`src/rtl/note_segmenter_if.sv`:
```
// Frame-side inputs and FIFO-side handshake of the note segmenter.
interface note_segmenter_if #(
  parameter int unsigned NOTE_W = 8,
  parameter int unsigned DUR_W  = 16
);
  logic [NOTE_W-1:0] note_in;
  logic              note_dec;
  logic              flush;
  logic [NOTE_W-1:0] note_out;
  logic [DUR_W-1:0]  duration;
  logic              out_valid;
  logic              out_ready;
  logic              drop_err;
  logic              busy;

  modport master (
    output note_in, note_dec, flush, out_ready,
    input  note_out, duration, out_valid, drop_err, busy
  );

  modport slave (
    input  note_in, note_dec, flush, out_ready,
    output note_out, duration, out_valid, drop_err, busy
  );
endinterface

```
`src/rtl/note_segmenter.sv`:
```
// Groups per-frame note codes into (note, duration) segments with glitch rejection,
// optional rest suppression and a small output FIFO.
module note_segmenter #(
  parameter int unsigned NOTE_W     = 8,
  parameter int unsigned DUR_W      = 16,
  parameter int unsigned MIN_FRAMES = 2,
  parameter int unsigned REST_CODE  = 0,
  parameter bit          DROP_RESTS = 1'b0,
  parameter int unsigned FIFO_DEPTH = 4
) (
  input logic              clk_i,
  input logic              rst_i,
  note_segmenter_if.slave  bus_io
);
  localparam int unsigned AW = $clog2(FIFO_DEPTH);

  typedef enum logic [1:0] {StIdle, StTrack, StCand} state_e;

  state_e            state_q, state_d;
  logic [NOTE_W-1:0] cur_note_q, cur_note_d, cand_note_q, cand_note_d;
  logic [DUR_W-1:0]  cur_cnt_q, cur_cnt_d, cand_cnt_q, cand_cnt_d;

  logic              emit;
  logic [NOTE_W-1:0] emit_note;
  logic [DUR_W-1:0]  emit_dur;

  logic [NOTE_W-1:0] mem_note_q [FIFO_DEPTH];
  logic [DUR_W-1:0]  mem_dur_q  [FIFO_DEPTH];
  logic [AW-1:0]     wr_ptr_q, rd_ptr_q;
  logic [AW:0]       count_q;
  logic [NOTE_W-1:0] last_note_q;
  logic [DUR_W-1:0]  last_dur_q;
  logic              drop_q;
  logic              out_valid, full, pop, push_req, push_ok;

  function automatic logic [DUR_W-1:0] sat_add(input logic [DUR_W-1:0] a,
                                                input logic [DUR_W-1:0] b);
    logic [DUR_W:0] s;
    s = {1'b0, a} + {1'b0, b};
    return s[DUR_W] ? '1 : s[DUR_W-1:0];
  endfunction

  always_comb begin
    state_d     = state_q;
    cur_note_d  = cur_note_q;
    cur_cnt_d   = cur_cnt_q;
    cand_note_d = cand_note_q;
    cand_cnt_d  = cand_cnt_q;
    emit        = 1'b0;
    emit_note   = cur_note_q;
    emit_dur    = cur_cnt_q;
    if (bus_io.flush) begin
      // Flush wins over a same-cycle strobe; pending candidate frames go to the current note.
      if (state_q != StIdle) begin
        emit       = 1'b1;
        emit_dur   = (state_q == StCand) ? sat_add(cur_cnt_q, cand_cnt_q) : cur_cnt_q;
        state_d    = StIdle;
        cur_cnt_d  = '0;
        cand_cnt_d = '0;
      end
    end else if (bus_io.note_dec) begin
      unique case (state_q)
        StIdle: begin
          cur_note_d = bus_io.note_in;
          cur_cnt_d  = DUR_W'(1);
          state_d    = StTrack;
        end
        StTrack: begin
          if (bus_io.note_in == cur_note_q) begin
            cur_cnt_d = sat_add(cur_cnt_q, DUR_W'(1));
          end else if (MIN_FRAMES == 1) begin
            emit       = 1'b1;
            cur_note_d = bus_io.note_in;
            cur_cnt_d  = DUR_W'(1);
          end else begin
            cand_note_d = bus_io.note_in;
            cand_cnt_d  = DUR_W'(1);
            state_d     = StCand;
          end
        end
        StCand: begin
          if (bus_io.note_in == cand_note_q) begin
            if (cand_cnt_q + DUR_W'(1) == DUR_W'(MIN_FRAMES)) begin
              emit       = 1'b1;
              cur_note_d = cand_note_q;
              cur_cnt_d  = DUR_W'(MIN_FRAMES);
              cand_cnt_d = '0;
              state_d    = StTrack;
            end else begin
              cand_cnt_d = cand_cnt_q + DUR_W'(1);
            end
          end else if (bus_io.note_in == cur_note_q) begin
            cur_cnt_d  = sat_add(cur_cnt_q, cand_cnt_q + DUR_W'(1));
            cand_cnt_d = '0;
            state_d    = StTrack;
          end else begin
            cur_cnt_d   = sat_add(cur_cnt_q, cand_cnt_q);
            cand_note_d = bus_io.note_in;
            cand_cnt_d  = DUR_W'(1);
          end
        end
        default: state_d = StIdle;
      endcase
    end
  end

  always_ff @(posedge clk_i or posedge rst_i) begin
    if (rst_i) begin
      state_q     <= StIdle;
      cur_note_q  <= '0;
      cur_cnt_q   <= '0;
      cand_note_q <= '0;
      cand_cnt_q  <= '0;
    end else begin
      state_q     <= state_d;
      cur_note_q  <= cur_note_d;
      cur_cnt_q   <= cur_cnt_d;
      cand_note_q <= cand_note_d;
      cand_cnt_q  <= cand_cnt_d;
    end
  end

  assign out_valid = (count_q != '0);
  assign full      = (count_q == (AW + 1)'(FIFO_DEPTH));
  assign pop       = out_valid & bus_io.out_ready;
  assign push_req  = emit & ~(DROP_RESTS && (emit_note == NOTE_W'(REST_CODE)));
  assign push_ok   = push_req & (~full | pop);

  always_ff @(posedge clk_i or posedge rst_i) begin
    if (rst_i) begin
      for (int i = 0; i < FIFO_DEPTH; i++) begin
        mem_note_q[i] <= '0;
        mem_dur_q[i]  <= '0;
      end
      wr_ptr_q    <= '0;
      rd_ptr_q    <= '0;
      count_q     <= '0;
      last_note_q <= '0;
      last_dur_q  <= '0;
      drop_q      <= 1'b0;
    end else begin
      if (push_ok) begin
        mem_note_q[wr_ptr_q] <= emit_note;
        mem_dur_q[wr_ptr_q]  <= emit_dur;
        wr_ptr_q             <= wr_ptr_q + AW'(1);
      end
      if (pop) begin
        last_note_q <= mem_note_q[rd_ptr_q];
        last_dur_q  <= mem_dur_q[rd_ptr_q];
        rd_ptr_q    <= rd_ptr_q + AW'(1);
      end
      case ({push_ok, pop})
        2'b10:   count_q <= count_q + (AW + 1)'(1);
        2'b01:   count_q <= count_q - (AW + 1)'(1);
        default: count_q <= count_q;
      endcase
      if (push_req && full && !pop) drop_q <= 1'b1;
    end
  end

  // Outputs keep showing the last popped entry while the FIFO is empty.
  assign bus_io.note_out  = out_valid ? mem_note_q[rd_ptr_q] : last_note_q;
  assign bus_io.duration  = out_valid ? mem_dur_q[rd_ptr_q] : last_dur_q;
  assign bus_io.out_valid = out_valid;
  assign bus_io.drop_err  = drop_q;
  assign bus_io.busy      = (state_q != StIdle);
endmodule

```
`src/flat_wrapper.sv`:
```
// flat-port wrapper written by rule: the top's interface ports become plain ports
module note_segmenter_flat 
#(
  parameter int unsigned NOTE_W     = 8,
  parameter int unsigned DUR_W      = 16,
  parameter int unsigned MIN_FRAMES = 2,
  parameter int unsigned REST_CODE  = 0,
  parameter bit          DROP_RESTS = 1'b0,
  parameter int unsigned FIFO_DEPTH = 4
)
  (clk_i, rst_i, bus_io_note_in, bus_io_note_dec, bus_io_flush, bus_io_out_ready, bus_io_note_out, bus_io_duration, bus_io_out_valid, bus_io_drop_err, bus_io_busy);
  note_segmenter_if #(.NOTE_W(NOTE_W), .DUR_W(DUR_W)) bus_io_i ();
  input logic clk_i;
  input logic rst_i;
  input wire logic [$bits(bus_io_i.note_in)-1:0] bus_io_note_in;
  input wire logic [$bits(bus_io_i.note_dec)-1:0] bus_io_note_dec;
  input wire logic [$bits(bus_io_i.flush)-1:0] bus_io_flush;
  input wire logic [$bits(bus_io_i.out_ready)-1:0] bus_io_out_ready;
  output wire logic [$bits(bus_io_i.note_out)-1:0] bus_io_note_out;
  output wire logic [$bits(bus_io_i.duration)-1:0] bus_io_duration;
  output wire logic [$bits(bus_io_i.out_valid)-1:0] bus_io_out_valid;
  output wire logic [$bits(bus_io_i.drop_err)-1:0] bus_io_drop_err;
  output wire logic [$bits(bus_io_i.busy)-1:0] bus_io_busy;
  assign bus_io_i.note_in = bus_io_note_in;
  assign bus_io_i.note_dec = bus_io_note_dec;
  assign bus_io_i.flush = bus_io_flush;
  assign bus_io_i.out_ready = bus_io_out_ready;
  assign bus_io_note_out = bus_io_i.note_out;
  assign bus_io_duration = bus_io_i.duration;
  assign bus_io_out_valid = bus_io_i.out_valid;
  assign bus_io_drop_err = bus_io_i.drop_err;
  assign bus_io_busy = bus_io_i.busy;
  note_segmenter #(.NOTE_W(NOTE_W), .DUR_W(DUR_W), .MIN_FRAMES(MIN_FRAMES), .REST_CODE(REST_CODE), .DROP_RESTS(DROP_RESTS), .FIFO_DEPTH(FIFO_DEPTH)) u_core (.clk_i(clk_i), .rst_i(rst_i), .bus_io(bus_io_i));
endmodule
```
`config.mk`:
```
export PLATFORM = sky130hd
export DESIGN_NAME = note_segmenter_flat
export DESIGN_NICKNAME = d
export VERILOG_FILES = /design/src/rtl/note_segmenter_if.sv /design/src/rtl/note_segmenter.sv /design/src/flat_wrapper.sv
export SDC_FILE = /design/constraint.sdc
export NUM_CORES = 1
export LEC_CHECK = 0
export BUFFER_PORTS_ARGS = -buffer_cell sky130_fd_sc_hd__buf_2
export CORE_UTILIZATION = 60
export DETAILED_ROUTE_END_ITERATION = 10
export GPL_TIMING_DRIVEN = 1
export PLACE_DENSITY = 0.78
export SETUP_SLACK_MARGIN = 0.02
export SYNTH_ARGS = -nofsm -noshare
export SYNTH_HDL_FRONTEND = slang
export SYNTH_SLANG_ARGS = --single-unit
```
`constraint.sdc`:
```
create_clock -name clk_i -period 15.9 [get_ports clk_i]
set_input_delay 0.795 -clock clk_i [delete_from_list [all_inputs] [get_ports clk_i]]
set_output_delay 0.795 -clock clk_i [all_outputs]
set_load 0.02 [all_outputs]
```
# After elaboration in Yosys (flattened, before gate mapping)
# Cells that the tools add are included.
[totals] reg_bits=178 input_bits=13 output_inout_bits=27 wordCells=127
[op_classes] add_sub_neg=8 n_lt_le_gt_ge=3 n_eq_ne=16 muxes=56 bitwise_logic=7 n_reduce_logical=18
[ops] cell="$mux 16" n=22
[ops] cell="$bwmux 64" n=1
[ops] cell="$mux 8" n=8
[ops] cell="$pmux 16 s3" n=1
[ops] cell="$add 16x16->17" n=2
[ops] cell="$bmux 16 s2" n=1
[ops] cell="$bwmux 32" n=1
[ops] cell="$demux 16 s2" n=1
[ops] cell="$pmux 16 s2" n=1
[ops] cell="$pmux 8 s2" n=2
[ops] cell="$add 16x1->17 const B" n=1
[ops] cell="$add 16x1->16 const B" n=1
[ops] cell="$bmux 8 s2" n=1
[ops] cell="$demux 8 s2" n=1
[ops] cell="$eq 16x2->1 const B" n=1
[ops] cell="$eq 8x8->1" n=2
[ops] cell="$reduce_and 5->1" n=3
[ops] cell="$mux 2" n=7
[ops] cell="$reduce_bool 2->1" n=5
[ops] cell="$ne 4x4->1 const B" n=2
[ops] cell="$reduce_and 4->1" n=2
[ops] cell="$mux 1" n=7
[ops] cell="$ge 3x3->1 const B" n=2
[ops] cell="$ne 2x2->1 const B" n=3
[ops] cell="21 further kinds" n=30

# Logic depth before layout (Yosys ltp)
[depth] word_depth=10 ltp_mapped=16 depth_no_buf=14

# Least setup slack after synthesis
# No wires, ideal clock.
[synth_timing] path_type="register to register" from="reg u_core.cand_cnt_q[1]" to="reg u_core.cur_cnt_q[6]" setup_ns=0.121 t_arrival_ns=3.234 slack_ns=12.545 stages_incl_launch_ff=16 path_buffers=2 period_less_slack_ns=3.355 cell_sequence="dfrtp_1 -> ha_1 -> buf_2 -> and3_1 -> nand3_1 -> xnor2_1 -> ha_1 -> or2_2 -> a21oi_1 -> a21oi_1 -> a31oi_1 -> o21ai_1 -> clkbuf_1 -> o211ai_1 -> nand2_1 -> a22o_1"
[synth_via] elab_chain_len=8
[synth_rtl] item="from (decl)" line="note_segmenter.sv:21" rtl="logic [DUR_W-1:0] cur_cnt_q, cur_cnt_d, cand_cnt_q, cand_cnt_d;"
[synth_rtl] item="from (signal assigned)" line="note_segmenter.sv:119" rtl="cand_cnt_q <= cand_cnt_d;"
[synth_rtl] item="$add 16x1->16" line="note_segmenter.sv:83, note_segmenter.sv:93"
[synth_rtl] item="$add 16x16->17" line="note_segmenter.sv:39" rtl="s = {1'b0, a} + {1'b0, b};"
[synth_rtl] item="$mux 16" line="note_segmenter.sv:40" rtl="return s[DUR_W] ? '1 : s[DUR_W-1:0];"
[synth_rtl] item="$mux 16" line="note_segmenter.sv:92" rtl="end else if (bus_io.note_in == cur_note_q) begin"
[synth_rtl] item="$mux 16" line="note_segmenter.sv:82" rtl="if (bus_io.note_in == cand_note_q) begin"
[synth_rtl] item="$pmux 16 s3" line="note_segmenter.sv:62" rtl="unique case (state_q)"
[synth_rtl] item="$mux 16" line="note_segmenter.sv:61" rtl="end else if (bus_io.note_dec) begin"
[synth_rtl] item="$mux 16" line="note_segmenter.sv:52" rtl="if (bus_io.flush) begin"
[synth_rtl] item="to (signal assigned)" line="note_segmenter.sv:117" rtl="cur_cnt_q <= cur_cnt_d;"
[synth_rtl] item="to (decl)" line="note_segmenter.sv:21"
# Several ways; a longest one is shown, not always the timed one. The select of a mux whose other input is x is not followed.
# A chain may end at the register's enable or synchronous reset.

# Worst setup path in the final report
[layout_timing] from="reg u_core.cand_cnt_q[1]" to="reg u_core.cur_cnt_q[2]"
# The elaborated chain is that of the path after synthesis.

==> out/qor.txt <==
die width: 138 µm
share of layout cells above drive strength 1: 0.283
DRT Wirelength: 25700 µm
Die Area: 0.0191 mm²
Slew @ Worst Pin: 1.28 ns
global-route wire length before repair: 42000 µm
drt wl/cell: 20.6 µm
clk_lat worst skew: 0.44 ns
Period minus WS final: 4.15 ns
Critical Path RT: 16.27 ns
number of global-route vias before repair: 7871
CP arrival: 4.53 ns
post-synth top area cell: dfrtp_1
clock root buffer: clkbuf_16
post-synth top area share: 0.400
top_reg_cell synth: dfrtp_1
htree depth: 4
initial drt markers: 557
# rows: 49
Post-CTS Setup Bufs: 0
antenna cell count: 0
sequential cell area fraction in the yosys report: 0.400
Clock Skew: 0.0113 ns
met1 wire length: 11500 µm
Yosys reg bits: 178
met2 routed WL: 11900 µm
Top Layer Used: met4
PwrDens: 151 mW/mm²
CTS tree: done
number of buffers added on ports: 39
top cells by area, synth: dfrtp_1, mux2_2, mux2_4, ha_1, mux4_2
vias: 8010
final-layout fill cell count: 1335
Setup-failing EPs final: 0
Leak Pwr: 0.00595 µW
post-route antenna net violation count: 0
Final Cycle Share: 0.261
reg2reg setup slack: 11.75 ns
GR Overflow Total: 0
RSZ-0062 raised after global routing: false
synth warn: 0
slew margin rel.: 0.139
commonest cells after routing, fill and taps aside: dfrtp_1, mux2_2, nand2_1, mux2_4, ha_1
Num CTS Buffers: 17
Syn Std Cell Area: 0.0111 mm²
post-synthesis async set-or-reset flop share: 1.00
synthesis-to-finish area growth: 8.43%
syn avg cell area: 11.3 µm²
Die Height: 138 µm
Crit. End Element: register
failing checks: design-rule violations
Worst-path clk slew: 0.07 ns
Max VDD drop: 0.0980 mV
Startpoint Class: register
final non-filler cell total: 1245
Hold Path Class: in -> async
drt drc: 8
Core Footprint: 0.0181 mm²
largest net degree at the start of global routing: 65
post_cts resized: 0
hold slack final: 0.389 ns
hold bufs inserted after CTS: 0
Vias/cell: 6.43
initial antenna violation count: 0
First-pass DRT Iterations: 8
CTS sink cnt: 178
endpoints failing hold: 0
fin. max-slew vios: 0
setup_tns: 0 ns
crit path max fanout: 17
dpl hpwl: 17900 µm
WL met3: 1570 µm
Mapped Cells: 983
Starting Density: 0.615
synth unique cells: 72
total track usage: 0.282
Net count, final: 1063
commonest non-fill, non-tap cell in the layout: dfrtp_1
Max Cap Viol: 0
category of the most critical setup path: reg -> reg
Boundary Pins: 40
EDFF count, synth: 0
GPL Wtd Cong: 0.939
placed insts: 1213
Final Total Pwr: 1820 µW
Max Root-Sink Buffers: 2
fmax: 0.241 GHz
status: complete, but fails checks
syn_nets: 1043
## critical path, cell delays in order (launching register included)
cell,delay (ns)
dfrtp_1,0.54
ha_1,0.39
nand3_2,0.19
nor2_2,0.22
a31oi_1,0.17
or2_2,0.35
ha_1,0.38
and3_1,0.19
nand4_1,0.09
o21ai_1,0.99
o221ai_1,0.32
nand2_1,0.12
a22o_1,0.13
## synthesized netlist by cell type (all sizes together) (4+ instances only)
cell type	number
and2	8
mux2	164
o211ai	12
and3	11
o21ai	42
dfrtp	178
or3	4
buf	21
nor2b	6
clkbuf	26
xor2	39
mux2i	8
o21bai	4
nor3	10
a22o	11
nor2	44
and4	11
nand2	72
a21oi	43
inv	33
nand4	10
nand2b	5
nor4	8
nand3	29
o31ai	4
a21o	13
o22a	6
ha	44
xnor2	29
o221ai	11
mux4	24
a31oi	9
## metrics by stage
step | cell area (µm²) | utilization | worst slack, ns
2_1_floorplan | 11100 | - | 10.27
3_3_place_gp | 11400 | 0.632 | 11.97
3_5_place_dp | 11400 | 0.632 | 11.89
4_1_cts | 12100 | 0.667 | 11.86
5_1_grt | 12100 | 0.667 | 11.56
6_report | 12100 | 0.667 | 11.75
## logic make-up after synthesis
family | share of synthesized area
flops | 0.400
fa+ha+maj | 0.0549
mux | 0.237
buf+inv | 0.0348
compound gates | 0.113
xor+xnor | 0.0535
simple gates | 0.107
## flip-flops by register name (all words and copies together), names as in the netlist, 2 cells and up
signal and count:
u_core.cand_cnt_q 16, u_core.mem_dur_q 64, u_core.cur_cnt_q 16, u_core.cand_note_q 8, u_core.mem_note_q 32, u_core.wr_ptr_q 2
u_core.count_q 3, u_core.last_dur_q 16, u_core.last_note_q 8, u_core.state_q 2, u_core.rd_ptr_q 2, u_core.cur_note_q 8
## area by class of cell
class	instances	area [µm²]	share of cell area
clock inverter	15	215	0.0178
clock buffer	17	425	0.0352
inverter	34	133	0.0110
multi-input combinational	724	6290	0.521
sequential	178	4450	0.369
timing repair buffer	48	263	0.0218
tap	229	287	0.0237
## worst paths after layout
path                            cells after the start                      to                    from
worst min-delay path                                2   u_core.last_note_q[1]                   rst_i
worst max register to register                     12     u_core.cur_cnt_q[2]    u_core.cand_cnt_q[1]
worst min register to register                      1  u_core.bus_io.drop_err  u_core.bus_io.drop_err
worst max-delay path                               12     u_core.cur_cnt_q[2]    u_core.cand_cnt_q[1]
min in group clk_i                                  1  u_core.bus_io.drop_err  u_core.bus_io.drop_err
max in group asynchronous                           4     u_core.cur_cnt_q[5]                   rst_i
## power breakdown
part	internal, µW	total [µW]	switching, µW
logic	336	668	331
clock network	256	456	200
registers	582	696	114
total	1170	1820	646
## per-layer routing
layer	GRT usage	vias up
met4	0.105	0
met5	0	-
met3	0.0540	51
met2	0.446	308
li1	-	3661
met1	0.390	3990
(Power assumes the default switching activity.)
